==> config.mk <==
export PLATFORM = sky130hd
export DESIGN_NAME = regfile_wb_arbiter
export DESIGN_NICKNAME = d
export VERILOG_FILES = /design/src/rtl/regfile_wb_arbiter.sv
export SDC_FILE = /design/constraint.sdc
export NUM_CORES = 1
export LEC_CHECK = 0
export CAP_MARGIN = 25
export CORE_MARGIN = 8
export CORE_UTILIZATION = 25
export CTS_CLUSTER_SIZE = 8
export DETAILED_ROUTE_END_ITERATION = 7
export MAX_ROUTING_LAYER = met4
export PLACE_DENSITY = 0.53
export SYNTH_ARGS = -nofsm -noshare
export SYNTH_HDL_FRONTEND = slang
export SYNTH_SLANG_ARGS = --single-unit
==> constraint.sdc <==
create_clock -name clk -period 1.9 [get_ports clk]
set_input_delay 0.285 -clock clk [delete_from_list [all_inputs] [get_ports clk]]
set_output_delay 0.285 -clock clk [all_outputs]
set_load 0.02 [all_outputs]
==> src/rtl/regfile_wb_arbiter.sv <==
// Two-requester writeback arbiter (ALU path A, load path B) feeding the single RegisterFile write port.
// Round-robin by default; define WB_FIXED_PRIO_EN to make the load path B always win conflicts.
module regfile_wb_arbiter #(
    parameter int DW      = 32,
    parameter int AW      = 5,
    parameter int DROP_R0 = 1,
    parameter int CW      = 16
) (
    input  logic          clk,
    input  logic          rst,
    input  logic          freeze,
    input  logic          a_valid,
    input  logic [AW-1:0] a_reg,
    input  logic [DW-1:0] a_data,
    output logic          a_ready,
    input  logic          b_valid,
    input  logic [AW-1:0] b_reg,
    input  logic [DW-1:0] b_data,
    output logic          b_ready,
    output logic          RegWrite,
    output logic [AW-1:0] WriteReg,
    output logic [DW-1:0] WriteData,
    output logic [CW-1:0] conflict_cnt
);

    logic          w_accept_a;
    logic          w_accept_b;
    logic          w_both_valid;
    logic          w_drop;
    logic [AW-1:0] w_sel_reg;
    logic [DW-1:0] w_sel_data;

    logic          r_reg_write;
    logic [AW-1:0] r_write_reg;
    logic [DW-1:0] r_write_data;
    logic [CW-1:0] r_conflict_cnt;

    assign w_both_valid = a_valid & b_valid;

`ifdef WB_FIXED_PRIO_EN
    // Load path has absolute priority; A only gets the port when B is idle.
    always_comb begin
        a_ready = 1'b0;
        b_ready = 1'b0;
        if (!rst && !freeze) begin
            b_ready = b_valid;
            a_ready = a_valid & ~b_valid;
        end
    end
`else
    logic r_last_b;

    // On a conflict the requester that did not win last time gets the port.
    always_comb begin
        a_ready = 1'b0;
        b_ready = 1'b0;
        if (!rst && !freeze) begin
            if (w_both_valid) begin
                a_ready = r_last_b;
                b_ready = ~r_last_b;
            end else begin
                a_ready = a_valid;
                b_ready = b_valid;
            end
        end
    end

    // Reset to "B won last" so A takes the first conflict.
    always_ff @(posedge clk) begin
        if (rst) begin
            r_last_b <= 1'b1;
        end else if (w_accept_a) begin
            r_last_b <= 1'b0;
        end else if (w_accept_b) begin
            r_last_b <= 1'b1;
        end
    end
`endif

    assign w_accept_a = a_valid & a_ready;
    assign w_accept_b = b_valid & b_ready;
    assign w_sel_reg  = w_accept_a ? a_reg  : b_reg;
    assign w_sel_data = w_accept_a ? a_data : b_data;
    assign w_drop     = (DROP_R0 != 0) && (w_sel_reg == '0);

    // A write to r0 still completes the handshake but never reaches the RegisterFile.
    always_ff @(posedge clk) begin
        if (rst) begin
            r_reg_write  <= 1'b0;
            r_write_reg  <= '0;
            r_write_data <= '0;
        end else if (w_accept_a || w_accept_b) begin
            r_reg_write  <= ~w_drop;
            r_write_reg  <= w_sel_reg;
            r_write_data <= w_sel_data;
        end else begin
            r_reg_write  <= 1'b0;
        end
    end

    always_ff @(posedge clk) begin
        if (rst) begin
            r_conflict_cnt <= '0;
        end else if (w_both_valid && !freeze && (r_conflict_cnt != '1)) begin
            r_conflict_cnt <= r_conflict_cnt + CW'(1);
        end
    end

    assign RegWrite     = r_reg_write;
    assign WriteReg     = r_write_reg;
    assign WriteData    = r_write_data;
    assign conflict_cnt = r_conflict_cnt;

endmodule

==> results.txt <==
- Routability-driven placement congestion ratio: just under 0.8
* Count of pins over their slew limit: 0
- The critical path in this run is classified as input pin to output pin.
- Fraction of layout cells with a size suffix above 1: 0.08294
* Clock latency on the worst-skew pair: a little over 0.3 ns
* Total count of hold-check failures in the final report: 0
- Compared with the post-synthesis result, the final layout area differs by 65.53%.
* Antenna Violating Nets Remaining: 0
* Reported leakage power: roughly 1.5 nW
* Count of flip-flops with a built-in enable after synthesis: 0
- Min Clock Period, post-route: 1.824 ns
- Critical Path End Type: output pin
- For this run, the register share of the synthesized area comes to 0.4184.
* Number of buffer cells added on primary ports: between 100 and 150
* Number of library cell types mapped by synthesis: 37
- N_diodes: 0
* Register clock-pin slew on the reported worst setup and hold paths: around 0.09 ns
* Overall die width: around 120 um
* Cells after synthesis: between 200 and 300
- Post-Place Worst Slack: -0.2261 ns
- Entering global routing, the biggest net connects between 70 and 80 pins.
* Core area: roughly 0.010 sq mm
* Setup clock skew after layout: between 0.01 and 0.015 ns
- Synth Cell Area: around 0.0026 sq mm
- Counting along the longest clock path gives a buffer depth of 2.
- YS warnings: 0
* Cell types with the largest area share after synthesis: dfxtp_1 (42%), mux2i_1 (14%), a211oi_1 (11%)
* Result of the run: finished clean
- Final sum of negative setup slack: 0 ns
- Max H-tree Level: 2
* Site row count: 37
- Setup repair after global routing left no endpoint under its margin.
- Synth Area per Inst: about 9.2 sq um
- Summed over all instances, the cell type with the most area after synthesis is dfxtp_1.
* Transition time at the pin with the least slew margin: around 0.65 ns
- Largest voltage drop on the vdd net: 325.8 uV
- Worst EP arrival: approximately 1.5 ns
- GRT Util Overall: 0.1223
- Initial cell density of the core: 0.2560
* Detailed-routing iteration count for the pre-antenna-repair pass: 4
* Count of endpoints failing setup in the final report: 0
- Number of buffers inserted by post-CTS setup repair: 0
* Maximum clock frequency: 548.1 MHz
- After global routing the overflow that remains totals 0.
- Initial antenna violation count: 0
* Count of nets after finishing: 501
* First-pass GRT wire length: around 14 mm
- Required arrival time at the worst endpoint: between 1.5 and 2 ns
- Clk Tree Root Cell: clkbuf_8
- Pwr/cell area: 624.8 mW/mm^2
- Across the run, the number of max-cap violations was 0.
* Headroom to the max-slew limit: 0.5640
- Synthesis produced a netlist with a net count of between 300 and 400.
- Setup slack on the critical path of the routed design comes to roughly 0.076 ns.
- Min-delay worst type: input pin to register
- Post-Route WL: 8.475 mm
- Count of clock tree sinks: 55
- Top-level I/O count: between 100 and 150
* Total half-perimeter wirelength after legalization and detailed placement: about 6.4 mm
- Drt via density: ~4.7
- The number of global-route vias before repair came to between 2k and 3k.
* Ys flop type: dfxtp_1
* Fin util: 0.4238
* First DRT Iteration DRCs: slightly above 200
* Sort of element at the start of the critical path: input pin
- Of the post-synthesis cell area, the dominant cell type holds 0.4184.
- Via count of the routed design: 2603
* Post-synthesis async set-or-reset flop share: 0
- Final routed wire length divided by cell count: around 15 um
- Y dimension of the die: 118.6 um
- Top fanout value on the critical path: 3
- The floorplan step defined a die boundary enclosing roughly 0.014 sq mm.
- Flip-flop and latch count after synthesis: 55
* Number of DRC violations after detailed routing: 0
- TritonCTS clock tree: done
- TritonCTS Buffers: 5
- Dividing the final minimum period by the clock period gives 0.9602.
* Post-route worst hold slack: 0.2762 ns
[final cells by class]
cell class	count	area, sq um
Fill cell	1024	5922
Timing Repair Buffer	151	1488
Clock buffer	6	72.57
Inverter	3	11.26
Sequential cell	55	1101
Multi-Input combinational cell	205	1453
Clock inverter	2	60.06
Tap cell	136	170.2
[worst paths after layout]
kind	from	end	cells after the start	slack, ns
worst min-delay path	rst	r_last_b$_SDFFE_PP1P_	2	0.28
worst max-delay path	freeze	a_ready	4	0.08
worst min register to register	WriteData[10]$_SDFFE_PP0P_	WriteData[10]$_SDFFE_PP0P_	2	0.50
worst max register to register	conflict_cnt[0]$_SDFFE_PP0P_	conflict_cnt[10]$_SDFFE_PP0P_	5	0.14
[power by group]
part / switching, W / total (W) / internal [W]
Clock: 0.000389 / 0.000916 / 0.000527
Sequential: 0.0000294 / 0.00124 / 0.00121
Combinational: 0.000246 / 0.000569 / 0.000322
[metal layers]
| layer | routed length (um) | global-route usage |
|---|---|---|
| met1 | 4153 | 0.1579 |
| met2 | 3847 | 0.1922 |
| met3 | 383 | 0.02332 |
| met4 | 90 | 0.03083 |
| met5 | 0 | - |
[metrics by stage]
stage	total power [W]	cell area, sq um	instances
after floorplan	0.001503	2631	285
after global placement	0.001837	4203	550
after detailed placement	0.001840	4203	550
after CTS	0.002764	4333	558
after global routing	0.002861	4355	558
final	0.002721	4355	558
[critical path, cell delays in order]
cell	delay [ns]
clkdlybuf4s50_1	0.44
nand2b_1	0.21
nor3_4	0.24
clkdlybuf4s15_1	0.35
[flip-flops by register name, summed over array words and instances (netlist names)]
name / count
WriteData: 32
r_last_b: 1
WriteReg: 5
RegWrite: 1
conflict_cnt: 16
[synth_stat cells, drive strengths merged, types with 2 or more instances]
library cell  number
o21ai              3
nor2              46
clkbuf            10
nor4b              2
mux2i             37
nand2b             2
nor2b              7
and4               2
nor4               3
a311oi             4
mux2               3
nand2              6
a21oi             10
buf               12
dfxtp             55
or3                2
o31ai              6
or4                8
and3               3
a211oi            39
nand3              7
inv                3
nor3               3
nand4              4
[layout by cell type, fill, tap and decap left out, drive strengths merged, types with 4 or more instances in the layout]
master / synthesis / layout
nor2b: 7 / 7
a211oi: 39 / 39
a21oi: 10 / 10
nand2: 6 / 6
clkdlybuf4s50: 0 / 131
or4: 8 / 8
nor2: 46 / 46
clkbuf: 10 / 6
buf: 12 / 18
dfxtp: 55 / 55
o31ai: 6 / 6
nand4: 4 / 4
mux2i: 37 / 37
a311oi: 4 / 4
nand3: 7 / 7
[repair_timing]
action	4_1_cts	5_1_grt
hold endpoints to repair	0	0
resized for setup	2	4
pin swaps	0	0
hold buffers	0	0
gates cloned	0	0
endpoints found under the setup margin	2	4
[cells by family after synthesis]
logic type | count (synthesis) | synth area share
muxes | 40 | 0.1536
buffers and inverters | 25 | 0.04423
DFF | 55 | 0.4185
AOI/OAI and AO/OA | 67 | 0.1835
adders and majority gates | 1 | 0.004754
and+or+nand+nor | 97 | 0.1954
Power figures use the tool's default switching activity.
==> RTL change 1: new RTL, same flow settings <==
Change the parameter `DW` from 32 to 16.
--- a/src/rtl/regfile_wb_arbiter.sv
+++ b/src/rtl/regfile_wb_arbiter.sv
@@ -3,3 +3,3 @@
 module regfile_wb_arbiter #(
-    parameter int DW      = 32,
+    parameter int DW      = 16,
     parameter int AW      = 5,
Ports: changed (resized WriteData, a_data and b_data); port bits go from 135 to 87. No check against the original RTL was run, so the function may have changed too.
==> RTL change 1 against the original RTL <==
- setup slack improved by 0.048 ns
- sequential share of layout area decreased by 0.23 points
- power decreased by 36%
- synthesized area decreased by 27%
- highest routed layer unchanged
- first-iteration DRC count decreased by 89%
- wire length decreased by 30%
- cell area decreased by 28%
- critical path type is now primary input to flop
- sequential cell count decreased by 16
- largest cell class is now multi-input combinational cells
- count of clock-buffer cells in the layout unchanged
==> RTL change 1: results (changes against the original RTL) <==
Clock network:
- The clock latency reported for the late side of the worst-skew pair was 0.28 ns (was 0.31 ns).
- The clock-pin slew on the worst setup and hold paths is 0.07 ns (was 0.09 ns).

Yosys:
- The synthesized netlist net count came to 259 (was 365).
- Largest cells by area after synthesis: sky130_fd_sc_hd__dfxtp_1 41%, sky130_fd_sc_hd__mux2i_1 12%, sky130_fd_sc_hd__a211oi_1 9.0%, sky130_fd_sc_hd__nor2_1 5.9%, sky130_fd_sc_hd__a21oi_1 2.9% (was sky130_fd_sc_hd__dfxtp_1 42%, sky130_fd_sc_hd__mux2i_1 14%, sky130_fd_sc_hd__a211oi_1 11%, sky130_fd_sc_hd__nor2_1 6.6%, sky130_fd_sc_hd__or4_1 2.3%).
- The average size of a mapped cell was 9.08 sq um (was 9.23 sq um).
- Most frequent cells after synthesis: 39 x sky130_fd_sc_hd__dfxtp_1, 30 x sky130_fd_sc_hd__nor2_1, 23 x sky130_fd_sc_hd__a211oi_1, 23 x sky130_fd_sc_hd__mux2i_1, 11 x sky130_fd_sc_hd__a21oi_1 (was 55 x sky130_fd_sc_hd__dfxtp_1, 46 x sky130_fd_sc_hd__nor2_1, 39 x sky130_fd_sc_hd__a211oi_1, 37 x sky130_fd_sc_hd__mux2i_1).
- The unique cell type count in the Yosys netlist is 33 (was 37).

Global routing:
- The aggregate global-route resource usage is 11.3% (was 12.2%).
- The wire length of the first global-routing pass is 9.94 mm (was 13.8 mm).

Routing:
- The via density per instance came to 4.79 (was 4.66).
- The number of DRC markers after the initial detailed-route iteration was 23 (was 203).
- The wire length after detailed routing is 5.89 mm (was 8.48 mm).

Critical path:
- The largest fanout on the critical path is 5 (was 3).
- The arrival time of data at the critical path endpoint is 1.99 ns (was 1.54 ns).

Power:
- The switching power of the nets is 0.000449 W (was 0.000664 W).

Final layout:
- The number of filler cells placed in the layout is 763 (was 1024).
- The count of placed standard cells in the final layout, fillers left out was 417 (was 558).
- The fraction of final layout cells sized beyond drive strength 1 is 12.1% (was 8.29%).
- The layout net count came to 364 (was 501).

Min path:
- The beginning of the worst hold path is WriteReg[3] (was rst).
- The path class of the lowest-slack min-delay path is flop to flop (was primary input to flop).

Timing:
- The worst clock skew is 0.00433 ns (was 0.0108 ns).
- The headroom to the max-slew limit is 68.7% (was 56.4%).

Placement:
- The number of placed instances with taps included is 411 (was 550).
- The half-perimeter wire length of the detailed placement result is 4.54 mm (was 6.42 mm).
- The post-placement setup slack came to -0.271 ns (was -0.226 ns).
- The placer's final routability congestion estimate is 0.783 (was 0.780).
- The number of I/O port buffers is 86 (was 134).

Run status:
- Outcome: finished, final reports clean (unchanged).
## RTL change 1: cell count changes after synthesis, sizes merged, moves of 3 or more
cell    before  now
a211oi      39   23
dfxtp       55   39
nor2        46   30
mux2i       37   23
buf         12    3
nor2b        7    3
a311oi       4    1
nand4        4    7
or3          2    5
## RTL change 1: layer usage
metal | up-vias | wire length (microns) | global-route usage [%]
met3 | 7 | 421 | 4.09
met4 | 0 | 60 | 3.78
li1 | 1010 | - | -
met2 | 62 | 2850 | 18.9
met5 | - | 0 | -
met1 | 917 | 2560 | 12.2
## RTL change 1: power groups by stage
stage                     clock, W  sequential [W]  combinational [W]
final                     0.000524        0.000867           0.000356
after detailed placement         0        0.000886           0.000362
after floorplan                  0        0.000925           0.000110
after global placement           0        0.000885           0.000360
after CTS                 0.000546        0.000867           0.000363
after global routing      0.000579        0.000871           0.000387
## RTL change 1: worst paths after layout
| check | endpoint | slack (ns) |
|---|---|---|
| worst max-delay path | conflict_cnt[14] | 0.12 |
| worst max register to register | conflict_cnt[14] | 0.17 |
| worst min register to register | WriteReg[3] | 0.50 |
| worst min-delay path | WriteReg[3] | 0.50 |
## RTL change 1: per-stage QoR
stage               utilization (%)  TNS (ns)
floorplan                         -         0
global placement               40.4     -1.86
detailed placement             40.4     -2.82
CTS                            41.3         0
global route                   41.2         0
finish                         41.2         0
## RTL change 1: cells by family (layout without fill, tap and decap cells)
group / count (synthesis) / in the layout / synth area share, %
AND/OR/NAND/NOR: 83 / 83 / 25.1
flip-flops: 39 / 39 / 40.8
AO/OA/AOI/OAI: 48 / 48 / 17.2
multiplexers: 25 / 25 / 13.2
buffers and inverters: 15 / 119 / 3.13
adder cells (fa/ha/maj): 1 / 1 / 0.653
## RTL change 1: layout make-up
type	count	area [sq um]	share of cell area [%]
clock buffer	6	72.6	2.33
inverter	3	11.3	0.361
multi-input combinational	157	1080	34.7
sequential	39	781	25.1
tap	102	128	4.09
timing repair buffer	110	1040	33.5
## RTL change 1: worst max-delay path, cell delays in order
cell                              delay, ns
sky130_fd_sc_hd__clkdlybuf4s50_1       0.44
sky130_fd_sc_hd__buf_4                 0.17
sky130_fd_sc_hd__nand4b_1              0.19
sky130_fd_sc_hd__or3_4                 0.37
sky130_fd_sc_hd__or4_1                 0.40
sky130_fd_sc_hd__a21oi_1               0.14
## RTL change 1: repair_timing
action / in CTS / in global routing
gates resized for setup: 3 / 4
hold endpoints to repair: 0 / 0
endpoints found under the setup margin: 2 / 2
hold buffers: 0 / 0
pin swaps: 0 / 0
==> RTL change 2: new RTL, config.mk and constraints unchanged <==
Made on the original files. Register the output `conflict_cnt` once more; this adds one clock of latency there. The other outputs are not delayed to match.
--- a/src/rtl/regfile_wb_arbiter.sv
+++ b/src/rtl/regfile_wb_arbiter.sv
@@ -111,3 +111,5 @@
     assign WriteData    = r_write_data;
-    assign conflict_cnt = r_conflict_cnt;
+    always_ff @(posedge clk) begin
+        conflict_cnt <= r_conflict_cnt;
+    end
 
Behaviour: not the same (Yosys sat finds a counterexample within 4 cycles, from zero or initial values and one cycle with rst high).
==> RTL change 2 against the original RTL <==
- register-to-register slack worse by 0.06 ns
- synthesized area up 10%
- via count up 6.3%
- cell area up 14%
- sequential share of layout area up 3.3 points
- setup slack worse by 0.043 ns
- sequential cell count up 16
- power up 52%
- combinational power up 3%
- fmax down 2.3%
- sequential power up 27%
- wire length up 4.5%
- largest cell class unchanged
==> RTL change 2: results (changes against the original RTL) <==
Routing:
- The average detailed-routed wire length per instance is 14.8 microns (was 15.2 microns).
- The wire length after detailed routing is 8.85 mm (was 8.48 mm).
- The total via count after detailed routing is 2766 (was 2603).

Yosys:
- The compound-gate portion of the synthesized area is 16.5% (was 18.4%).
- The share of the yosys chip area belonging to registers came to 49.1% (was 41.8%).
- Largest cells by area after synthesis: sky130_fd_sc_hd__dfxtp_1 49%, sky130_fd_sc_hd__mux2i_1 13%, sky130_fd_sc_hd__a211oi_1 9.9%, sky130_fd_sc_hd__nor2_1 5.4%, sky130_fd_sc_hd__or4_1 2.9% (was sky130_fd_sc_hd__dfxtp_1 42%, sky130_fd_sc_hd__mux2i_1 14%, sky130_fd_sc_hd__a211oi_1 11%, sky130_fd_sc_hd__nor2_1 6.6%, sky130_fd_sc_hd__or4_1 2.3%).
- The synthesized netlist net count is 377 (was 365).
- The multiplexer area fraction after synthesis is 13.6% (was 15.4%).

Final layout:
- The sequential cell area in the final layout came to 0.00142 sq mm (was 0.00110 sq mm).
- The count of clock buffers in the final design is 9 (was 6).
- The count of plain and timing-repair buffers in the layout is 166 (was 151).
- The count of multi-input gates is 199 (was 205).
- The multi-input combinational cell area is 0.00137 sq mm (was 0.00145 sq mm).

Power:
- The leakage power figure was 2.01 nW (was 1.47 nW).
- The maximum ir drop on the vdd rail is 0.439 mV (was 0.326 mV).

Run status:
- Outcome: finished, final reports clean (unchanged).

Placement:
- The half-perimeter wire length of the detailed placement result is 6.83 mm (was 6.42 mm).
- The placed standard-cell area is 0.00458 sq mm (was 0.00420 sq mm).
- The number of placed instances with taps included came to 580 (was 550).
- The placer's final routability congestion estimate is 0.765 (was 0.780).

Critical path:
- The startpoint of the lowest-slack register-to-register path is r_conflict_cnt[0] (was conflict_cnt[0]).

Min path:
- The path class of the lowest-slack min-delay path is flop to flop (was primary input to flop).
- The beginning of the worst hold path was r_conflict_cnt[7] (was rst).
- The cell count of the worst hold path is 0 (was 2).

Clock network:
- The clock-pin slew on the worst setup and hold paths is 0.06 ns (was 0.09 ns).
- The clock latency reported for the late side of the worst-skew pair is 0.33 ns (was 0.31 ns).

Global routing:
- The via count of the first global-routing pass was 2783 (was 2594).

Timing:
- The transition time of the tightest slew-check pin is 0.470 ns (was 0.654 ns).
==> RTL change 2: report_power, final <==
| group | total (W) | internal, W | switching, W |
|---|---|---|---|
| Sequential | 0.00157 | 0.00155 | 0.0000281 |
| Clock | 0.00197 | 0.00130 | 0.000670 |
| Combinational | 0.000584 | 0.000336 | 0.000248 |
==> RTL change 2: timing repair <==
action	CTS	global route
resized for setup	5	9
pin swaps	1	4
hold buffers	0	0
endpoints found under the hold margin	0	0
cloned	0	1
buffers inserted	0	1
setup endpoints to repair	3	8
==> RTL change 2: path summary, 6_finish.rpt <==
check / to / slack [ns]
max: a_ready / 0.03
min: conflict_cnt[7] / 0.38
max reg2reg: r_conflict_cnt[9] / 0.08
min reg2reg: conflict_cnt[7] / 0.38
==> RTL change 2: per-layer routing <==
layer  global-route usage (%)  up-vias
met5                        -        -
met4                     3.99        0
met3                     5.08       12
met2                     18.1       96
met1                     13.9     1246
li1                         -     1412
